### config.mk
export PLATFORM = sky130hd
export DESIGN_NAME = trapezoid_feeder
export DESIGN_NICKNAME = d
export VERILOG_FILES = /design/src/rtl/trap_pkg.sv /design/src/rtl/trap_word_fifo.sv /design/src/rtl/trapezoid_feeder.sv
export SDC_FILE = /design/constraint.sdc
export NUM_CORES = 1
export LEC_CHECK = 0
export ABC_AREA = 1
export CELL_PAD_IN_SITES_DETAIL_PLACEMENT = 1
export CELL_PAD_IN_SITES_GLOBAL_PLACEMENT = 1
export CORE_AREA = 2 2 156 219
export CTS_CLUSTER_SIZE = 12
export DETAILED_ROUTE_END_ITERATION = 8
export DIE_AREA = 0 0 158 221
export PLACE_DENSITY_LB_ADDON = 0.1
export SLEW_MARGIN = 5
export SYNTH_ARGS = -nofsm -noshare
export SYNTH_HDL_FRONTEND = slang
export SYNTH_SLANG_ARGS = --single-unit
### constraint.sdc
create_clock -name clk -period 4.1 [get_ports clk]
set_input_delay 0.615 -clock clk [delete_from_list [all_inputs] [get_ports clk]]
set_output_delay 0.615 -clock clk [all_outputs]
set_load 0.02 [all_outputs]
### src/rtl/trap_pkg.sv
// Shared types for the trapezoid feeder.
// Vertex word layout and feeder FSM states.
package trap_pkg;

  localparam int WORDS_PER_TRAP = 4;

  typedef struct packed {
    logic [7:0] x;
    logic [7:0] y;
  } vertex_t;

  typedef enum logic [1:0] {
    IDLE,
    SEND,
    GUARD,
    WAIT
  } feeder_state_e;

endpackage

### src/rtl/trap_word_fifo.sv
// Synchronous vertex-word FIFO with registered read data.
// rd_data holds the popped word for one cycle and is zero otherwise.
module trap_word_fifo
  import trap_pkg::*;
#(
  parameter int DEPTH = 16,
  localparam int AW = $clog2(DEPTH)
) (
  input  logic        clk,
  input  logic        reset,
  input  logic        push,
  input  vertex_t     wr_data,
  input  logic        pop,
  output vertex_t     rd_data,
  output logic [AW:0] count
);

  localparam logic [AW:0] FULL = (AW + 1)'(DEPTH);

  vertex_t mem [DEPTH];
  logic [AW-1:0] wr_ptr;
  logic [AW-1:0] rd_ptr;
  logic push_ok;
  logic pop_ok;

  assign push_ok = push && (count != FULL);
  assign pop_ok  = pop && (count != '0);

  always_ff @(posedge clk) begin
    if (push_ok) mem[wr_ptr] <= wr_data;
  end

  always_ff @(posedge clk or posedge reset) begin
    if (reset) begin
      wr_ptr  <= '0;
      rd_ptr  <= '0;
      count   <= '0;
      rd_data <= '0;
    end else begin
      if (push_ok) wr_ptr <= wr_ptr + 1'b1;
      if (pop_ok) rd_ptr <= rd_ptr + 1'b1;
      rd_data <= pop_ok ? mem[rd_ptr] : '0;
      unique case ({push_ok, pop_ok})
        2'b10:   count <= count + 1'b1;
        2'b01:   count <= count - 1'b1;
        default: count <= count;
      endcase
    end
  end

endmodule

### src/rtl/trapezoid_feeder.sv
// Trapezoid renderer vertex feeder: buffers host words and
// issues 4-word bursts on nt/xi/yi when the renderer is idle.
module trapezoid_feeder
  import trap_pkg::*;
#(
  parameter int DEPTH = 16,
  parameter int CNT_W = 32,
  localparam int CW = $clog2(DEPTH) + 1
) (
  input  logic             clk,
  input  logic             reset,
  input  logic             in_valid,
  input  logic [15:0]      in_data,
  output logic             in_ready,
  input  logic             busy,
  input  logic             po,
  output logic             nt,
  output logic [7:0]       xi,
  output logic [7:0]       yi,
  output logic [CW-1:0]    fifo_count,
  output logic [CNT_W-1:0] trap_sent,
  output logic [CNT_W-1:0] pix_count,
  output logic             idle
);

  localparam logic [CW-1:0] FULL = CW'(DEPTH);
  localparam logic [CW-1:0] TRAP_WORDS = CW'(WORDS_PER_TRAP);

  feeder_state_e state;
  logic [1:0] k;
  logic push;
  logic pop;
  logic start;
  vertex_t rd_word;

  assign in_ready = !reset && (fifo_count != FULL);
  assign push = in_valid && in_ready;
  assign start = (state == IDLE) && !busy
              && (fifo_count >= TRAP_WORDS);
  assign pop = start || ((state == SEND) && (k != 2'd3));

  trap_word_fifo #(
    .DEPTH(DEPTH)
  ) u_fifo (
    .clk    (clk),
    .reset  (reset),
    .push   (push),
    .wr_data(vertex_t'(in_data)),
    .pop    (pop),
    .rd_data(rd_word),
    .count  (fifo_count)
  );

  // FIFO read register is zero outside SEND, so it drives xi/yi directly
  assign xi = rd_word.x;
  assign yi = rd_word.y;

  assign idle = (fifo_count == '0) && (state == IDLE) && !busy;

  always_ff @(posedge clk or posedge reset) begin
    if (reset) begin
      state     <= IDLE;
      k         <= '0;
      nt        <= 1'b0;
      trap_sent <= '0;
      pix_count <= '0;
    end else begin
      nt <= start;
      pix_count <= pix_count + CNT_W'(po);
      unique case (state)
        IDLE: begin
          if (start) begin
            state <= SEND;
            k     <= '0;
          end
        end
        SEND: begin
          if (k == 2'd3) begin
            state     <= GUARD;
            trap_sent <= trap_sent + 1'b1;
          end else begin
            k <= k + 1'b1;
          end
        end
        GUARD: state <= WAIT;
        WAIT: begin
          if (!busy) state <= IDLE;
        end
        default: state <= IDLE;
      endcase
    end
  end

endmodule

## Word-level counts from Yosys, hierarchy flattened

Memory sizes are Yosys's and may differ from the RTL's.
Cells that the tools add are included.

- Flip-flop bits (word level): 98
- Bits in writable memories: 256
- Bits of input ports: 21
- Output and inout port bits: 88
- Logic and storage cells: 62
- Memories kept: 1

Memory list:

| name | words | width | rd ports | clocked after Yosys merged registers in | write ports | RTL line | RTL |
|---|---|---|---|---|---|---|---|
| u_fifo.mem | 16 | 16 | 1 | 0 | 1 | trap_word_fifo.sv:20 | `vertex_t mem [DEPTH];` |

- $add $sub $neg: 7
- $lt $le $gt $ge: 1
- Equal/unequal tests: 12
- Muxes and demuxes: 11
- Reductions and logical operators: 20

Operators with widths:

| operator | number |
|---|---|
| $add 32x1->32 | 1 |
| $add 32x1->32 const B | 1 |
| $mux 16 | 1 |
| $mux 2 | 5 |
| $pmux 5 s2 | 1 |
| $logic_and 1x1->1 | 9 |
| $add 4x1->4 const B | 2 |
| $eq 2x2->1 const B | 4 |
| $ne 2x2->1 const B | 4 |
| $pmux 2 s4 | 1 |
| $reduce_and 3->1 | 2 |
| $add 5x1->5 const B | 1 |
| $ge 5x3->1 const B | 1 |
| $logic_not 5->1 | 1 |
| $ne 5x5->1 const B | 1 |
| $reduce_bool 5->1 | 1 |
| $sub 5x1->5 const B | 1 |
| $eq 2x1->1 const B | 2 |
| $pmux 2 s2 | 1 |
| $reduce_bool 2->1 | 2 |
| $add 2x1->2 const B | 1 |
| $logic_not 1->1 | 2 |
| $logic_not 2->1 | 1 |
| $mux 1 | 2 |
| other kinds (3) | 3 |

## Logic depth before layout (Yosys ltp)

Gate-level depths: netlist of the first run.

- Depth after elaboration: 7
- Depth in mapped cells: 20

## Hierarchy

A second synthesis of the first run with hierarchy kept.

- Cells, all modules: 1701
- Area, all modules: 16306.9 um^2

Modules (own cells, without submodules):

| module | times used | cells an instance | area each (um^2) | sequential area each (um^2) |
|---|---|---|---|---|
| trap_word_fifo | 1 | 1225 | 12389.4 | 8413.1 |
| trapezoid_feeder | 1 | 476 | 3917.5 | 1726.7 |

## Least setup slack after synthesis of the first run

Ideal clock, no wire load.

- Path kind: input port to flip-flop
- From: in reset
- To: mem u_fifo.mem[0][0] (netlist name) (enable)
- Data arrival time: 4.168 ns
- Required time: 3.712 ns
- Slack: -0.457 ns
- Cell stages on the path: 5
- Buffers on the path: 0
- Cells stage by stage: inv_1 nand3_2 inv_1 nand2_1 nor2_1

- Word-level cells in the longest chain between the ends: 6

Ends and longest elaborated chain:

| what | RTL line | RTL |
|---|---|---|
| start, declared | trapezoid_feeder.sv:11 | `input logic reset,` |
| $logic_not 1->1 (no line) | - |  |
| $logic_and 1x1->1 | trapezoid_feeder.sv:36 | `assign in_ready = !reset && (fifo_count != FULL);` |
| $logic_and 1x1->1 | trapezoid_feeder.sv:37 | `assign push = in_valid && in_ready;` |
| $logic_and 1x1->1 | trap_word_fifo.sv:26 | `assign push_ok = push && (count != FULL);` |
| $mux 1 | trap_word_fifo.sv:30 | `if (push_ok) mem[wr_ptr] <= wr_data;` |
| $mux 1 (not written as such) | trap_word_fifo.sv:30 |  |
| end, declared | trap_word_fifo.sv:20 |  |

Every way passes these cells.

## Worst setup path after layout of the first run

- From: reg state[1]
- To: reg u_fifo.count[4]

- Word-level cells in the longest chain between the ends: 7
- Elaborated cells between the ends (all ways): 11
- Classes of those cells: 3 x eq/ne; 1 x mux; 7 x reduce/logical

Ends and longest elaborated chain:

| what | RTL line | RTL |
|---|---|---|
| start, declared | trapezoid_feeder.sv:29 | `feeder_state_e state;` |
| start signal, assigned | trapezoid_feeder.sv:62 | `state <= IDLE;` |
| start signal, assigned | trapezoid_feeder.sv:73 | `state <= SEND;` |
| start signal, assigned | trapezoid_feeder.sv:79 | `state <= GUARD;` |
| $logic_not 2->1 | trapezoid_feeder.sv:38 | `assign start = (state == IDLE) && !busy` |
| $logic_and 1x1->1 | trapezoid_feeder.sv:38 |  |
| $logic_and 1x1->1 | trapezoid_feeder.sv:39 | `&& (fifo_count >= TRAP_WORDS);` |
| $logic_or 1x1->1 * | trapezoid_feeder.sv:40 | `assign pop = start \|\| ((state == SEND) && (k != 2'd3));` |
| $logic_and 1x1->1 * | trap_word_fifo.sv:27 | `assign pop_ok = pop && (count != '0);` |
| $eq 2x1->1 / $eq 2x2->1 (equally long branches) | trap_word_fifo.sv:43 | `unique case ({push_ok, pop_ok})` |
| $pmux 5 s2 / $reduce_bool 2->1 (equally long branches) | - |  |
| end signal, assigned | trap_word_fifo.sv:44 | `2'b10: count <= count + 1'b1;` |
| end signal, assigned | trap_word_fifo.sv:45 | `2'b01: count <= count - 1'b1;` |
| end signal, assigned | trap_word_fifo.sv:46 | `default: count <= count;` |
| end, declared | trap_word_fifo.sv:15 | `output logic [AW:0] count` |

Every way passes the cells marked *; elsewhere a longest branch is shown, timed or not.
A chain may end at the register's enable or synchronous reset.

==> impl_metrics.env, run 1 <==
export IMPL_cts_root_buf="clkbuf_16"
export IMPL_wirelength_mm=39.6
export IMPL_die_w_um=158
export IMPL_period_minus_slack_ns=2.77
export IMPL_crit_slowest_cell="dfrtp_1"
export IMPL_status="complete, no violations"
export IMPL_rows=79
export IMPL_drt_iter0_markers=553
export IMPL_cts_hold_fix_buffers=0
export IMPL_final_layout_size_suffix_gt1_share_pct=6.93
export IMPL_worst_pin_slew_ns=0.988
export IMPL_yosys_top_cells_area="edfxtp_1 50%, dfrtp_1 16%, nand2_1 12%, nand3_1 6.3%, nor2_1 2.3%"
export IMPL_antenna_left=0
export IMPL_cts_sinks=354
export IMPL_yosysSeqAreaShare_pct=66.5
export IMPL_die_h_um=221
export IMPL_crit_path_start_kind="register"
export IMPL_first_pass_iters=5
export IMPL_path_class="reg2reg"
export IMPL_postSynthAreaPerCell_um2=10.6
export IMPL_worstPathCellList="inv_1 > ha_1 > inv_1 > nor2_1 > nand2_1 > nand2_1 > buf_4 > ha_1 > inv_1 > nand2_1 > nand2_1 > ha_1 > inv_1 > nand2_1 > nand3_1 > nand2_1 > nand2_1 > nand2_1 > nand2_1 > nand2_1"
export IMPL_place_gp_congestion=0.836
export IMPL_clk_path_buf_depth=3
export IMPL_finalSetupTns_ns=0
export IMPL_core_area_mm2=0.0330
export IMPL_fin_crit_sh_pct=67.5
export IMPL_viasPerCell=5.31
export IMPL_place_ws_ns=0.954
export IMPL_synthesis_area_mm2=0.0153
export IMPL_critPathRequiredTime_ns=4.51
export IMPL_finalSetupViolCount=0
export IMPL_max_slew_margin_rel_pct=34.2
export IMPL_clock_skew_ns=0.0239
export IMPL_end_kind="register"
export IMPL_ys_flop_type="edfxtp_1"
export IMPL_worst_path_buf_inv=5
export IMPL_synth_seq_cells=354
export IMPL_power_density_mw_per_mm2=610
export IMPL_grt_pass1_vias=11500
export IMPL_leakagePower_uw=0.00698
export IMPL_n_antenna_cell=0
export IMPL_grt_overflow=0
export IMPL_io_pins=109
export IMPL_maxCapViolCount=0
export IMPL_cts_buffers=38
export IMPL_final_cell_mix="478 x nand2_1, 256 x edfxtp_1, 191 x nand3_1"
export IMPL_die_area_mm2=0.0349
export IMPL_syn2layout_area_growth_pct=17.6
export IMPL_clk_latency_ns=0.54
export IMPL_synth_cells=1433
export IMPL_hold_path_class="reg2reg"
export IMPL_antenna_found_initial=0
export IMPL_clk_pin_slew_worst_paths_ns=0.06
export IMPL_grt_max_degree=86
export IMPL_grt_first_pass_wirelength_mm=62.8
export IMPL_dp_hpwl_mm=26.0
export IMPL_fillCellCount=3575
export IMPL_crit_path_frequent_cell="nand2_1"
export IMPL_yosysTopAreaCellShare_pct=50.4
export IMPL_layout_commonest_cell="nand2_1"
export IMPL_ir_drop_uv=439
export IMPL_avgRoutedWirePerCell_um=19.6
export IMPL_slowest_delay_ns=0.40
export IMPL_synthDistinctLibCells=35
export IMPL_final_hold_violation_count=0
export IMPL_cts_resized=0
export IMPL_yosys_warnings=0
export IMPL_synth_edf_count=256
export IMPL_yosysTopAreaCell="edfxtp_1"
export IMPL_cts_setup_buffers=0
export IMPL_grt_use_total_pct=23.3
export IMPL_cts_tree="done"
export IMPL_total_power_uw=10900
export IMPL_critPathArrivalTime_ns=3.18
export IMPL_port_buffers=108
export IMPL_crit_fanout=23
export IMPL_fin_nets=1584
export IMPL_vias=10700
export IMPL_drc_errors=0
export IMPL_rsz0062_at_grt="false"
export IMPL_cpLargestDelayFamily="simple AND/OR/NAND/NOR gates"
export IMPL_cts_htree_levels=2
export IMPL_synthesis_nets=1472
export IMPL_setup_slack_ns=1.33
export IMPL_initial_core_util_pct=46.2
export IMPL_drv_slew=0
export IMPL_async_flop_share_pct=27.7
export IMPL_fmax_ghz=0.361
## logic make-up after synthesis
family                     Yosys count  synth area share [%]
and+or+nand+nor                    829                  23.7
DFF                                354                  66.5
buffers and inverters              126                  3.58
AOI/OAI and AO/OA                   61                  2.17
xor gates and xnor gates            45                  2.58
adders and majority gates           18                  1.48
## power by group
| group | switching [µW] | total [µW] | internal [µW] | leakage (µW) |
|---|---|---|---|---|
| Combinational | 2300 | 3340 | 1050 | 0.00284 |
| Clock | 1350 | 3160 | 1810 | 0.000537 |
| Sequential | 274 | 4430 | 4160 | 0.00360 |
## synth_stat cells (7+ instances only)
cell	instances
a21oi_1	36
a31oi_1	16
buf_1	8
buf_2	32
buf_4	7
clkbuf_1	7
dfrtp_1	98
edfxtp_1	256
ha_1	18
inv_1	67
nand2_1	478
nand3_1	191
nand3b_1	14
nand4_1	13
nor2_1	94
nor3_1	13
o21ai_0	7
xnor2_1	12
xor2_1	33
## per-layer routing
layer	share of wire (%)	GRT usage (%)	up-vias
li1	-	-	5056
met1	40	28.2	5377
met2	54	42.1	213
met3	3.7	3.11	73
met4	2.9	8.28	0
met5	0	0	-
## worst reg2reg max path: stages, from the launching register on
cell and delay, ns:
dfrtp_1 0.40, inv_1 0.13, ha_1 0.22, inv_1 0.06, nor2_1 0.20, nand2_1 0.09, nand2_1 0.06, buf_4 0.30
ha_1 0.32, inv_1 0.09, nand2_1 0.07, nand2_1 0.07, ha_1 0.18, inv_1 0.05, nand2_1 0.08, nand3_1 0.11
nand2_1 0.06, nand2_1 0.05, nand2_1 0.04, nand2_1 0.05, nand2_1 0.04
## registers in the layout, indices dropped and copies added (netlist names)
name and count:
u_fifo.count 5, trap_sent 32, u_fifo.mem 256, u_fifo.wr_ptr 4, state 2, u_fifo.rd_ptr 4
pix_count 32, nt 1, u_fifo.rd_data 16, k 2
## final cells by class
| class | instances | area, µm² | area share [%] |
|---|---|---|---|
| clock buffer | 54 | 1030 | 5.75 |
| clock inverter | 13 | 86.3 | 0.481 |
| inverter | 71 | 272 | 1.51 |
| multi-input combinational | 953 | 4610 | 25.7 |
| sequential | 354 | 10100 | 56.6 |
| tap | 445 | 557 | 3.10 |
| timing repair buffer | 127 | 1240 | 6.89 |
## final timing paths
check	from	endpoint	slack, ns	depth (start not counted)
min in group asynchronous	reset	u_fifo.rd_data[12]	0.84	3
worst min-delay path	pix_count[0]	pix_count[0]	0.50	1
worst min register to register	pix_count[0]	pix_count[0]	0.50	1
worst max-delay path	state[1]	u_fifo.count[4]	1.33	20
max in group asynchronous	reset	u_fifo.rd_ptr[0]	2.04	4
worst max register to register	state[1]	u_fifo.count[4]	1.33	20
## per-stage QoR
stage / std cells / utilization, % / area [µm²] / hold WS (ns)
finish: 2017 / 54.3 / 17900 / 0.499
CTS: 2017 / 54.3 / 17900 / 0.495
floorplan: 1433 / - / 15300 / 0.446
global route: 2017 / 54.3 / 17900 / 0.512
detailed placement: 1950 / 50.9 / 16800 / 0.482
global placement: 1950 / 50.9 / 16800 / 0.462
Power figures use the tool's default switching activity.
==> run 2, diff against run 1 <==
- clock period: 4.1 -> 2.64 ns (I/O delays scaled with it)
==> impl_metrics.env, run 2 (synthesized netlist as in run 1, its figures left out) <==
export IMPL_rsz0062_at_grt="false"
export IMPL_viasPerCell=5.30
export IMPL_clock_skew_ns=0.00973
export IMPL_final_hold_violation_count=0
export IMPL_port_buffers=108
export IMPL_rows=79
export IMPL_n_antenna_cell=0
export IMPL_vias=10800
export IMPL_antenna_left=0
export IMPL_fmax_ghz=0.402
export IMPL_total_power_uw=17400
export IMPL_status="complete, no violations"
export IMPL_switching_share_pct=35.5
export IMPL_layout_commonest_cell="nand2_1"
export IMPL_clock_power_share_pct=29.2
export IMPL_cts_tree="done"
export IMPL_hold_path_class="in2async"
export IMPL_final_cell_mix="474 x nand2_1, 256 x edfxtp_1, 191 x nand3_1"
export IMPL_io_pins=109
export IMPL_syn2layout_area_growth_pct=20.6
export IMPL_period_minus_slack_ns=2.49
export IMPL_pwr_share_comb_pct=31.9
export IMPL_power_internal_uw=11200
export IMPL_drv_slew=0
export IMPL_initial_core_util_pct=46.2
export IMPL_place_gp_congestion=0.805
export IMPL_grt_pass1_vias=11600
export IMPL_setup_slack_ns=0.153
export IMPL_grt_max_degree=82
export IMPL_worst_pin_slew_ns=0.769
export IMPL_drt_iter0_markers=635
export IMPL_grt_first_pass_wirelength_mm=62.9
export IMPL_cts_htree_levels=2
export IMPL_cts_setup_buffers=0
export IMPL_end_kind="output port"
export IMPL_die_area_mm2=0.0349
export IMPL_place_ws_ns=0.150
export IMPL_top_register="u_fifo.mem"
export IMPL_critPathRequiredTime_ns=2.24
export IMPL_largest_register_ff_count=256
export IMPL_cts_root_buf="clkbuf_16"
export IMPL_first_pass_iters=7
export IMPL_cts_buffers=38
export IMPL_finalSetupViolCount=0
export IMPL_clk_latency_ns=0.53
export IMPL_die_w_um=158
export IMPL_leakagePower_uw=0.00715
export IMPL_clk_pin_slew_worst_paths_ns=0.06
export IMPL_max_slew_margin_rel_pct=48.6
export IMPL_drc_errors=0
export IMPL_reg_largest_list="u_fifo.mem (256), pix_count (32), trap_sent (32)"
export IMPL_fin_crit_sh_pct=94.2
export IMPL_fillCellCount=3603
export IMPL_critPathArrivalTime_ns=2.09
export IMPL_crit_fanout=4
export IMPL_antenna_found_initial=0
export IMPL_final_layout_size_suffix_gt1_share_pct=8.50
export IMPL_cts_sinks=354
export IMPL_path_class="reg2out"
export IMPL_ir_drop_uv=814
export IMPL_fin_nets=1599
export IMPL_maxCapViolCount=0
export IMPL_dp_hpwl_mm=26.3
export IMPL_crit_path_start_kind="register"
export IMPL_pwr_share_seq_pct=38.9
export IMPL_grt_overflow=0
export IMPL_die_h_um=221
export IMPL_avgRoutedWirePerCell_um=19.6
export IMPL_clk_path_buf_depth=3
export IMPL_wirelength_mm=39.8
export IMPL_power_switching_uw=6180
export IMPL_power_density_mw_per_mm2=946
export IMPL_grt_use_total_pct=23.3
export IMPL_core_area_mm2=0.0330
[run 2: cell count changes in the layout (fill, tap and decap cells not counted), sizes merged]
| cell | before | now |
|---|---|---|
| buf | 19 | 34 |
| clkbuf | 54 | 60 |
| clkinv | 12 | 10 |
| clkinvlp | 2 | 1 |
| inv | 69 | 68 |
[run 2: timing repair]
action | 4_1_cts | 5_1_grt
gates resized for setup | 0 | 3
hold buffers | 0 | 0
endpoints found under the setup margin | 0 | 2
[run 2: routing by layer]
layer	global-route usage, %	vias up	share of wire [%]
met4	7.35	0	3.1
met2	43.5	214	54
li1	-	5099	-
met5	0	-	0
met1	27.1	5391	39
met3	3.35	86	3.8
[run 2: area by class of cell]
cell class | count | area, µm² | share of cell area, %
clock buffer | 60 | 1110 | 6.02
clock inverter | 9 | 63.8 | 0.347
inverter | 71 | 272 | 1.48
multi-input combinational | 953 | 4650 | 25.3
sequential | 354 | 10100 | 55.1
tap | 445 | 557 | 3.03
timing repair buffer | 142 | 1610 | 8.76
[run 2: per-stage QoR]
step                      hold WS, ns  util [%]  instance area [µm²]  instances  TNS, ns
final                           0.435      55.7                18400       2034        0
after global routing            0.460      55.7                18400       2034        0
after CTS                       0.442      55.7                18400       2034        0
after detailed placement        0.473      52.2                17200       1965        0
after global placement          0.464      52.2                17200       1965        0
after floorplan                 0.446         -                15300       1433   -97.29
[run 2: power groups by stage]
stage          logic [µW]  clock network, µW  registers, µW
2_1_floorplan        3430                  0           6990
4_1_cts              5640               5190           6790
3_3_place_gp         5420                  0           6870
6_report             5560               5080           6780
5_1_grt              6180               5380           6830
3_5_place_dp         5580                  0           6890
[run 2: final timing paths]
kind	start	end	slack, ns	cells past startpoint
worst max-delay path	state[1]	idle	0.15	5
worst min-delay path	reset	nt	0.44	3
worst max register to register	state[1]	u_fifo.count[4]	0.37	19
worst min register to register	k[1]	k[1]	0.48	2
max in group asynchronous	reset	u_fifo.rd_ptr[1]	1.10	4
min in group clk	po	pix_count[0]	0.48	2
[run 2: critical path: stages, from the launching register on]
cell             delay, ns
dfrtp_1               0.40
inv_1                 0.13
ha_1                  0.23
nand2_1               0.07
nor2_1                0.11
clkdlybuf4s50_1       0.61
==> run 3, diff against run 2 <==
- CTS_CLUSTER_SIZE: 12 -> 8
==> impl_metrics.env, run 3 (synthesized netlist as in run 1, its figures left out) <==
export IMPL_crit_path_start_kind="register"
export IMPL_die_h_um=221
export IMPL_grt_use_total_pct=23.8
export IMPL_clk_path_buf_depth=3
export IMPL_drv_slew=0
export IMPL_end_kind="output port"
export IMPL_critPathRequiredTime_ns=2.24
export IMPL_syn2layout_area_growth_pct=22.4
export IMPL_core_area_mm2=0.0330
export IMPL_initial_core_util_pct=46.2
export IMPL_crit_fanout=4
export IMPL_cts_hold_fix_buffers=0
export IMPL_vias=10900
export IMPL_viasPerCell=5.30
export IMPL_cts_resized=0
export IMPL_power_switching_uw=6480
export IMPL_io_pins=109
export IMPL_rsz0062_at_grt="false"
export IMPL_grt_pass1_vias=11900
export IMPL_maxCapViolCount=0
export IMPL_n_antenna_cell=0
export IMPL_fin_nets=1611
export IMPL_dp_hpwl_mm=26.3
export IMPL_pwr_share_seq_pct=37.1
export IMPL_cts_root_buf="clkbuf_16"
export IMPL_rr_endpoint="u_fifo.count[4]"
export IMPL_place_area_mm2=0.0172
export IMPL_drc_errors=0
export IMPL_timing_rr_start="state[1]"
export IMPL_leakagePower_uw=0.00727
export IMPL_reg2regPathDepth=19
export IMPL_grt_max_degree=82
export IMPL_port_buffers=108
export IMPL_finish_utilization_pct=56.5
export IMPL_final_hold_violation_count=0
export IMPL_cts_setup_buffers=0
export IMPL_final_layout_size_suffix_gt1_share_pct=8.89
export IMPL_die_area_mm2=0.0349
export IMPL_largest_register_ff_count=256
export IMPL_rrSetupSlack_ns=0.36
export IMPL_drt_iter0_markers=631
export IMPL_fmax_ghz=0.397
export IMPL_grt_overflow=0
export IMPL_layout_commonest_cell="nand2_1"
export IMPL_top_register="u_fifo.mem"
export IMPL_cts_buffers=50
export IMPL_crit_start="state[1]"
export IMPL_max_slew_margin_rel_pct=50.3
export IMPL_antenna_found_initial=0
export IMPL_grt_first_pass_wirelength_mm=64.3
export IMPL_fin_crit_sh_pct=95.3
export IMPL_fillCellCount=3609
export IMPL_final_cell_mix="474 x nand2_1, 256 x edfxtp_1, 191 x nand3_1"
export IMPL_clock_skew_ns=0.0250
export IMPL_finalSetupViolCount=0
export IMPL_wirelength_mm=40.4
export IMPL_cts_tree="done"
export IMPL_hold_path_class="in2async"
export IMPL_clock_power_share_pct=32.4
export IMPL_ir_drop_uv=702
export IMPL_cts_sinks=354
export IMPL_power_density_mw_per_mm2=980
export IMPL_switching_share_pct=35.4
export IMPL_status="complete, no violations"
export IMPL_clk_latency_ns=0.58
export IMPL_first_pass_iters=5
export IMPL_path_class="reg2out"
export IMPL_antenna_left=0
export IMPL_finalSetupTns_ns=0
export IMPL_total_power_uw=18300
export IMPL_critPathArrivalTime_ns=2.12
export IMPL_place_gp_congestion=0.805
export IMPL_final_cell_area_mm2=0.0187
export IMPL_period_minus_slack_ns=2.52
export IMPL_cts_htree_levels=2
export IMPL_rows=79
export IMPL_clk_pin_slew_worst_paths_ns=0.05
export IMPL_power_internal_uw=11800
export IMPL_die_w_um=158
export IMPL_avgRoutedWirePerCell_um=19.7
export IMPL_worst_pin_slew_ns=0.743
export IMPL_pwr_share_comb_pct=30.5
export IMPL_reg_largest_list="u_fifo.mem (256), pix_count (32), trap_sent (32)"
==> run 3: changes by cell type in the layout (fill, tap and decap cells not counted), sizes merged <==
| cell | delta |
|---|---|
| clkinvlp | +1 |
| clkinv | -7 |
| clkbuf | +24 |
| inv | +2 |
| bufinv | -1 |
==> run 3: metrics by stage <==
stage                     cells  hold slack [ns]  worst slack [ns]
after floorplan            1433            0.446            -0.640
final                      2053            0.398             0.124
after detailed placement   1965            0.473             0.150
after global placement     1965            0.464             0.204
after CTS                  2053            0.406            0.0876
after global routing       2053            0.437            0.0110
==> run 3: area by class of cell <==
| cell class | instances | area, µm² | area share, % |
|---|---|---|---|
| inverters | 71 | 272 | 1.45 |
| clock inverters | 4 | 63.8 | 0.342 |
| repair buffers | 142 | 1610 | 8.63 |
| clock buffers | 84 | 1380 | 7.39 |
| flip-flops and latches | 354 | 10100 | 54.3 |
| well taps | 445 | 557 | 2.98 |
| multi-input cells | 953 | 4640 | 24.9 |
==> run 3: power by group through the flow <==
stage          logic [µW]  clock network, µW  registers, µW
2_1_floorplan        3430                  0           6990
3_3_place_gp         5420                  0           6870
3_5_place_dp         5580                  0           6890
4_1_cts              5650               6040           6800
5_1_grt              6190               6240           6840
6_report             5580               5920           6790
==> run 3: worst max-delay path: stages (launching register included) <==
cell and delay, ns:
dfrtp_1 0.40, inv_1 0.13, ha_1 0.23, nand2_1 0.07, nor2_1 0.11, clkdlybuf4s50_1 0.61
==> run 3: worst max-delay path by stage <==
stage | slack [ns] | end
2_1_floorplan | -0.64 | u_fifo.count[4]
3_3_place_gp | 0.20 | u_fifo.mem[13][1]
6_report | 0.12 | idle
5_1_grt | 0.01 | idle
4_1_cts | 0.09 | idle
3_5_place_dp | 0.15 | u_fifo.mem[13][4]
==> run 3: routing by layer <==
metal	global-route usage (%)	vias to the layer above	part of all wire [%]
met5	0	-	0
met4	7.96	0	3.0
met3	3.31	82	3.9
met2	44.3	239	54
met1	27.6	5428	39
li1	-	5129	-
